===== config.mk =====
export PLATFORM = sky130hd
export DESIGN_NAME = msi_irq_vec
export DESIGN_NICKNAME = d
export VERILOG_FILES = /design/src/rtl/msi_irq_vec.sv
export SDC_FILE = /design/constraint.sdc
export NUM_CORES = 1
export LEC_CHECK = 0
export ABC_AREA = 1
export BUFFER_PORTS_ARGS = -buffer_cell sky130_fd_sc_hd__buf_4
export CAP_MARGIN = 25
export CORE_MARGIN = 2
export CORE_UTILIZATION = 59
export CTS_CLUSTER_DIAMETER = 30
export CTS_CLUSTER_SIZE = 10
export DETAILED_ROUTE_END_ITERATION = 10
export PLACE_DENSITY = 0.78
export SLEW_MARGIN = 40
export SYNTH_ARGS = -nofsm -noshare
export SYNTH_HDL_FRONTEND = slang
export SYNTH_SLANG_ARGS = --single-unit

===== constraint.sdc =====
create_clock -name SysClk_ClkIn -period 2.4 [get_ports SysClk_ClkIn]
set_input_delay 0.12 -clock SysClk_ClkIn [delete_from_list [all_inputs] [get_ports SysClk_ClkIn]]
set_output_delay 0.12 -clock SysClk_ClkIn [all_outputs]
set_load 0.02 [all_outputs]

===== src/rtl/msi_irq_vec.sv =====
// msi_irq_vec: collects up to 32 core interrupts and serialises them as
// single MSI requests with round-robin arbitration, per-source masking,
// vector folding to the host-allocated vector count, fail/timeout retry,
// and readable pending/overrun status.
//
// state     | meaning
// ----------+-----------------------------------------------------------
// ST_IDLE   | nothing in flight; waits for any pending & unmasked source
// ST_SELECT | round-robin pick from the pointer upward, latch CurIrq
// ST_SEND   | one-clock request pulse with the folded vector number
// ST_WAIT   | wait for grant/fail or the grant timeout
// ST_END    | advance the round-robin pointer past CurIrq

module msi_irq_vec #(
    parameter int          NumberOfInterrupts_Gen = 8,
    parameter logic [31:0] LevelInterrupt_Gen     = 32'h0,
    parameter int          GrantTimeout_Gen       = 1024
) (
    input  logic                              SysClk_ClkIn,
    input  logic                              SysRstN_RstIn,
    input  logic [NumberOfInterrupts_Gen-1:0] IrqIn_DatIn,
    input  logic [NumberOfInterrupts_Gen-1:0] IrqMask_DatIn,
    input  logic [NumberOfInterrupts_Gen-1:0] IrqClear_ValIn,
    input  logic                              MsiIrqEnable_EnIn,
    input  logic [2:0]                        MsiVectorWidth_DatIn,
    input  logic                              MsiGrant_ValIn,
    input  logic                              MsiFail_ValIn,
    output logic                              MsiReq_ValOut,
    output logic [4:0]                        MsiVectorNum_DatOut,
    output logic [NumberOfInterrupts_Gen-1:0] IrqPending_DatOut,
    output logic [NumberOfInterrupts_Gen-1:0] IrqOverrun_DatOut
);

    localparam int N = NumberOfInterrupts_Gen;
    localparam logic [N-1:0] LVL      = LevelInterrupt_Gen[N-1:0];
    localparam logic [4:0]   LAST_IDX = 5'(N - 1);
    localparam logic [15:0]  TMO_LAST = 16'(GrantTimeout_Gen - 1);

    localparam logic [2:0] ST_IDLE   = 3'd0;
    localparam logic [2:0] ST_SELECT = 3'd1;
    localparam logic [2:0] ST_SEND   = 3'd2;
    localparam logic [2:0] ST_WAIT   = 3'd3;
    localparam logic [2:0] ST_END    = 3'd4;

    logic [N-1:0] sync1_q, sync2_q, ff_q;
    logic [N-1:0] pend_q, pend_d;
    logic [N-1:0] ovr_q, ovr_d;
    logic [N-1:0] evt, edge_only_evt, grant_clr, elig;
    logic [31:0]  elig32;

    logic [2:0]   state_q;
    logic [4:0]   ptr_q, cur_q;
    logic [15:0]  cnt_q;
    logic         req_q;
    logic [4:0]   vec_q;

    logic         grant_hit;
    logic         sel_found;
    logic [4:0]   sel_idx;
    logic [5:0]   idx6;
    logic [2:0]   w_eff;
    logic [5:0]   max_vec;
    logic [4:0]   vec_calc;
    logic [4:0]   ptr_wrap;

    assign MsiReq_ValOut       = req_q;
    assign MsiVectorNum_DatOut = vec_q;
    assign IrqPending_DatOut   = pend_q;
    assign IrqOverrun_DatOut   = ovr_q;

    // Two-flop synchroniser plus delay flop; wiped while MSI is disabled so
    // that re-enabling sees a held-high input as a fresh edge.
    always_ff @(posedge SysClk_ClkIn or negedge SysRstN_RstIn) begin
        if (!SysRstN_RstIn) begin
            sync1_q <= '0;
            sync2_q <= '0;
            ff_q    <= '0;
        end else if (!MsiIrqEnable_EnIn) begin
            sync1_q <= '0;
            sync2_q <= '0;
            ff_q    <= '0;
        end else begin
            sync1_q <= IrqIn_DatIn;
            sync2_q <= sync1_q;
            ff_q    <= sync2_q;
        end
    end

    // Event detection and pending/overrun next state; an arriving event
    // beats both a clear pulse and a grant-clear in the same cycle.
    always_comb begin
        grant_hit     = (state_q == ST_WAIT) && MsiGrant_ValIn;
        evt           = (sync2_q & ~ff_q) | (ff_q & LVL);
        edge_only_evt = sync2_q & ~ff_q & ~LVL;
        grant_clr     = '0;
        for (int i = 0; i < N; i++) begin
            grant_clr[i] = grant_hit && (cur_q == 5'(i));
        end
        pend_d = (pend_q & ~(IrqClear_ValIn | grant_clr)) | evt;
        ovr_d  = (ovr_q & ~IrqClear_ValIn) | (edge_only_evt & pend_q & ~grant_clr);
    end

    // Pending and sticky overrun status registers.
    always_ff @(posedge SysClk_ClkIn or negedge SysRstN_RstIn) begin
        if (!SysRstN_RstIn) begin
            pend_q <= '0;
            ovr_q  <= '0;
        end else if (!MsiIrqEnable_EnIn) begin
            pend_q <= '0;
            ovr_q  <= '0;
        end else begin
            pend_q <= pend_d;
            ovr_q  <= ovr_d;
        end
    end

    // Round-robin search: first eligible source at or above the pointer,
    // wrapping from N-1 back to 0.
    always_comb begin
        elig      = pend_q & ~IrqMask_DatIn;
        elig32    = 32'(elig);
        sel_found = 1'b0;
        sel_idx   = 5'd0;
        idx6      = 6'd0;
        for (int k = 0; k < N; k++) begin
            idx6 = {1'b0, ptr_q} + 6'(k);
            if (idx6 >= 6'(N)) begin
                idx6 = idx6 - 6'(N);
            end
            if (!sel_found && elig32[idx6[4:0]]) begin
                sel_found = 1'b1;
                sel_idx   = idx6[4:0];
            end
        end
    end

    // Vector folding: clamp the width to 5 and saturate the source number
    // to the highest allocated vector; also the wrapped next pointer.
    always_comb begin
        w_eff    = (MsiVectorWidth_DatIn > 3'd5) ? 3'd5 : MsiVectorWidth_DatIn;
        max_vec  = (6'd1 << w_eff) - 6'd1;
        vec_calc = ({1'b0, cur_q} > max_vec) ? max_vec[4:0] : cur_q;
        ptr_wrap = (cur_q >= LAST_IDX) ? 5'd0 : cur_q + 5'd1;
    end

    // Request sequencer; disabling MSI aborts any request in flight.
    always_ff @(posedge SysClk_ClkIn or negedge SysRstN_RstIn) begin
        if (!SysRstN_RstIn) begin
            state_q <= ST_IDLE;
            ptr_q   <= 5'd0;
            cur_q   <= 5'd0;
            cnt_q   <= 16'd0;
            req_q   <= 1'b0;
            vec_q   <= 5'd0;
        end else if (!MsiIrqEnable_EnIn) begin
            state_q <= ST_IDLE;
            ptr_q   <= 5'd0;
            req_q   <= 1'b0;
        end else begin
            case (state_q)
                ST_IDLE: begin
                    req_q <= 1'b0;
                    if (|elig) begin
                        state_q <= ST_SELECT;
                    end else begin
                        ptr_q <= 5'd0;
                    end
                end
                ST_SELECT: begin
                    req_q <= 1'b0;
                    if (sel_found) begin
                        cur_q   <= sel_idx;
                        state_q <= ST_SEND;
                    end else begin
                        state_q <= ST_IDLE;
                    end
                end
                ST_SEND: begin
                    req_q   <= 1'b1;
                    vec_q   <= vec_calc;
                    cnt_q   <= 16'd0;
                    state_q <= ST_WAIT;
                end
                ST_WAIT: begin
                    req_q <= 1'b0;
                    cnt_q <= cnt_q + 16'd1;
                    if (MsiGrant_ValIn || MsiFail_ValIn || (cnt_q == TMO_LAST)) begin
                        state_q <= ST_END;
                    end
                end
                ST_END: begin
                    req_q   <= 1'b0;
                    ptr_q   <= ptr_wrap;
                    state_q <= ST_IDLE;
                end
                default: begin
                    req_q   <= 1'b0;
                    state_q <= ST_IDLE;
                end
            endcase
        end
    end

endmodule


[After elaboration in Yosys (flattened, before gate mapping)]
Index checks and enable logic that the tools add are counted.
Storage, ports and cells
  output and inout port bits: 22
  logic and storage cells: 172
  register bits: 75
  input bits: 32
Cells by class
  shift-type cells: 1
  add/sub/neg operators: 18
  bitwise gates (word level): 14
  reduce and logical (&&, ||, !) cells: 34
  muxes and demuxes: 59
  eq/ne operators: 16
  magnitude comparators: 19
Operators by type and width (number)
  two-way mux 5 bit: 20
  AND 8 bit: 6
  < comparator 5 x 6 -> 1 bit (second input constant): 8
  greater-or-equal comparator 6 x 4 -> 1 bit (second input constant): 7
  binary-select mux 1 bit (select 5 bit): 8
  two-way mux 8 bit: 5
  inverter 8 bit: 5
  subtractor 5 x 4 -> 5 bit (second input constant): 8
  one-hot mux 16 bit (2 select lines): 1
  adder 5 x 3 -> 6 bit (second input constant): 4
  OR 8 bit: 3
  equality test 5 x 3 -> 1 bit (second input constant): 4
  two-way mux 1 bit: 18
  adder 16 x 1 -> 16 bit (second input constant): 1
  equality test 16 x 10 -> 1 bit (second input constant): 1
  logical AND 1 bit: 16
  adder 5 x 2 -> 6 bit (second input constant): 2
  two-way mux 3 bit: 4
  one-hot mux 3 bit (4 select lines): 1
  equality test 5 x 2 -> 1 bit (second input constant): 2
  one-hot mux 5 bit (2 select lines): 1
  AND reduction 2 bit: 4
  OR reduction 8 bit: 1
  logical NOT 1 bit: 7
  21 further kinds: 24

[Depth between registers and ports, before layout]
  depth after elaboration: 29
  gate-level depth with buffers: 17
  mapped depth without buffers: 16

[Worst setup path before layout]
OpenSTA, ideal clock, no wires.
  kind: register -> register
  from: register ptr_q[0]
  to: register cur_q[0]
  path buffers: 1
  stages on the path, launching flop included: 16
  required time: 2283 ps
  slack: 206 ps
  data arrival time: 2077 ps
  path through: dfrtp_1 -> inv_2 -> buf_6 -> ha_1 -> inv_1 -> nand3_1 -> nand2_2 -> nand2_2 -> nand3_4 -> nand4_4 -> nor2_2 -> nand4_1 -> nand2_2 -> inv_2 -> nand3_2 -> nand2_1
On the way
  cells in the longest elaborated chain, start to end: 27
  elaborated cells between the ends (all ways): 78
  those cells by class: add/sub (15); order compare (8); mux (40); reduce/logical (15)
Ends and longest elaborated chain
  start, declared: line 52  | logic [4:0] ptr_q, cur_q;
  start signal, assigned: line 193  | ptr_q <= ptr_wrap;
  branches (longest 27 deep; another with adder 5 x 1 -> 6 bit)
  end signal, assigned: line 172  | cur_q <= sel_idx;
  end, declared: line 52
Several ways; the timed one is not identified. The select of a mux whose other input is x is not followed.
A chain may end at the register's enable or synchronous reset.

[Final worst setup path]
  from: register ptr_q[2]
  to: register cur_q[2]
The elaborated chain is that of the path after synthesis.

==> flow_summary.yaml <==
outcome:
  outcome: "finished clean"
critical_path:
  startpoint_type: "flip-flop"
  reg2reg_from: "ptr_q[2]"
  cp.required_ns: 2.64
  path_class: "reg2reg"
  critPathMaxFanout: 9
  critPathLaunch: "ptr_q[2]"
  worstRegToRegCells: 16
  endpoint_kind: "flip-flop"
  worstPathArrival_ns: 2.58
sta:
  slew_viol_final: 0
  fin_crit_sh: 0.973
  max_freq_mhz: 428
  fin_crit_ns: 2.33
  worst_slew_pin_slew_ns: 0.673
  hold_viol_final: 0
  setup_viol_count_final: 0
  setup_slack_ns: 0.0652
  slew_headroom: 0.552
  fin_skew_ns: 0.00877
logic_synthesis:
  netlist.area_leader.share: 0.406
  synth_commonest_cells: "nand2_1, inv_1, dfrtp_1"
  synth-compound-area-share: 0.100
  synth_area_sq_mm: 0.00462
  synthArstFlopShare: 1.00
  synthSimpleGateAreaFrac: 0.313
  synth.mux.area_fraction: 0
  synth.avg_cell_area_sq_um: 7.72
  synth_nets: 653
  synth.most_common_cell: "nand2_1"
  synth_top_family_by_area: "simple AND/OR/NAND/NOR gates"
  synth_edf_count: 0
  synth_cell_types: 44
  synth_top_area_cell: "dfrtp_1"
  synth-xor-area-share: 0.0149
  synth_seq_area_share: 0.406
  ys_ff_latch: 75
  ys_warn_count: 0
  yosys-top-cells-area: "dfrtp_1, nand2_1, inv_1"
  synth_flop_cell: "dfrtp_1"
  synthAdderAreaFrac: 0.0595
  synth_cells: 599
power_and_ir_drop:
  combPwrFrac: 0.228
  internal_power_w: 0.00227
  ir_drop_uv: 490
  swShare: 0.333
  leakagePower_nw: 2.84
  pwr-share-clk: 0.299
  switching_power_w: 0.00113
  p_seq_frac: 0.473
  power_w: 0.00340
  powerDensity_mw_per_mm2: 619
floorplan:
  ios: 54
  core-area_sq_mm: 0.00765
  die_w_microns: 92.5
  row_count: 32
  die-height_microns: 92.5
  dieArea_sq_mm: 0.00856
  initial_core_util: 0.605
cells_and_area:
  nFillCells: 594
  stdcell_area_sq_mm: 0.00549
  diodes: 0
  multiInputGateArea_sq_mm: 0.00227
  layout.nets: 726
  final_core_util: 0.718
  drive_gt1_frac: 0.201
  regArea_sq_mm: 0.00188
  area_growth_pct: 18.7
route:
  via_per_inst: 5.34
  drt_iter0_drc: 229
  via_count: 4159
  wirelength_mm: 11.1
  dr.pass1.iters: 5
  drc_errors: 0
  wl_per_cell_microns: 14.3
  drtAntennaViolNets: 0
global_route:
  antenna_found_initial: 0
  grt_remaining_overflow: 0
  grt_use_total: 0.275
  grt_pass1_wl_mm: 18.7
  grt_max_degree: 76
  grt_pass1_vias: 4011
place:
  gp_congestion: 0.910
  io_buffers: 53
  pre_cts_ws_ns: 0.0445
  place_area_sq_mm: 0.00516
  place_hpwl_mm: 8.00
clock_network:
  clk_path_buf_depth: 2
  clkSlewWorstSetupHoldPaths_ns: 0.08
  cts_buffers: 9
  cts.sinks: 75
  root_buffer: "clkbuf_8"
  cts_tree: "built"
  clk_latency_ns: 0.35
  htreeDepth: 3
hold_path:
  min_from: "IrqClear_ValIn[4]"
  hold_depth: 4
  hold_path_class: "in2reg"
job:
  cap_violations: 0
metrics by stage:
step | setup TNS (ns) | hold slack, ns | cells
2_1_floorplan | 0 | -0.176 | 599
3_3_place_gp | 0 | 0.306 | 753
3_5_place_dp | 0 | 0.189 | 753
4_1_cts | 0 | 0.00535 | 778
5_1_grt | -0.567 | 0.0404 | 779
6_report | 0 | 0.0207 | 779
repair_timing:
| action | 4_1_cts | 5_1_grt |
|---|---|---|
| hold buffers | 9 | 0 |
| hold endpoints to repair | 83 | 0 |
| setup buffers | 0 | 1 |
| resized for setup | 0 | 11 |
| endpoints found under the setup margin | 0 | 6 |
worst paths after layout:
kind                                         to  slack (ns)
hold / removal             IrqOverrun_DatOut[4]        0.02
hold reg to reg                      sync2_q[5]        0.44
min in group asynchronous            sync1_q[4]        0.35
setup reg to reg                       cur_q[2]        0.07
setup / recovery                       cur_q[2]        0.07
max in group asynchronous              ptr_q[3]        1.56
logic make-up after synthesis:
family,Yosys count
AND/OR/NAND/NOR,289
flip-flops,75
XOR/XNOR,7
adder cells (fa/ha/maj),22
AO/OA/AOI/OAI,83
buffers and inverters,123
registers in the layout, indices dropped and copies added, names as in the netlist:
name and count:
IrqOverrun_DatOut 8, IrqPending_DatOut 8, state_q 3, ff_q 8
cnt_q 16, MsiVectorNum_DatOut 5, ptr_q 5, sync2_q 8
MsiReq_ValOut 1, cur_q 5, sync1_q 8
power by group through the flow:
stage	Clock (W)	Combinational, W	Sequential, W
3_5_place_dp	0	0.000755	0.00163
2_1_floorplan	0	0.000442	0.00165
6_report	0.00102	0.000775	0.00161
4_1_cts	0.00103	0.000772	0.00161
3_3_place_gp	0	0.000720	0.00162
5_1_grt	0.00109	0.000871	0.00163
routing by layer:
metal,part of all wire,GRT usage,routed length [microns]
met3,0.031,0.0431,348
met2,0.51,0.485,5720
met1,0.44,0.357,4920
met5,0,0,0
met4,0.012,0.0609,130
final cells by class:
class / count / area share
Multi-Input combinational cell: 401 / 0.414
Clock buffer: 10 / 0.0251
Inverter: 112 / 0.0775
Sequential cell: 75 / 0.342
Tap cell: 102 / 0.0233
Clock inverter: 6 / 0.0130
Timing Repair Buffer: 73 / 0.105
critical path, stage by stage, from the launching register on:
cell and delay [ns]:
dfrtp_2 0.42, inv_4 0.08, ha_1 0.24, a21oi_2 0.18
xor2_1 0.24, ha_1 0.19, nand3_1 0.08, nand3_1 0.13
o21ai_2 0.08, nand2_2 0.10, inv_1 0.06, nand4_2 0.10
nor2_1 0.06, nor2_1 0.09, nand2_1 0.06, nand2_1 0.05
nand2_1 0.05
layout by cell type (no fill, tap or decap), types with 3 or more instances in the layout:
| cell type | Yosys | layout |
|---|---|---|
| o21ai_0 | 24 | 23 |
| xor2_1 | 4 | 4 |
| nand2_2 | 8 | 9 |
| nor3_2 | 3 | 3 |
| nor2_1 | 43 | 43 |
| inv_1 | 105 | 103 |
| nor2_2 | 4 | 4 |
| nand3_4 | 4 | 4 |
| dlygate4sd3_1 | 0 | 9 |
| nand4_1 | 20 | 20 |
| dfrtp_1 | 75 | 73 |
| a21oi_1 | 41 | 40 |
| nor3_1 | 8 | 8 |
| clkbuf_8 | 0 | 10 |
| o21a_1 | 3 | 3 |
| ha_2 | 0 | 3 |
| buf_4 | 2 | 63 |
| nand3_1 | 62 | 62 |
| inv_2 | 4 | 6 |
| ha_1 | 22 | 19 |
| nand2_1 | 118 | 117 |
| nand3_2 | 10 | 10 |
Power figures use the tool's default switching activity.
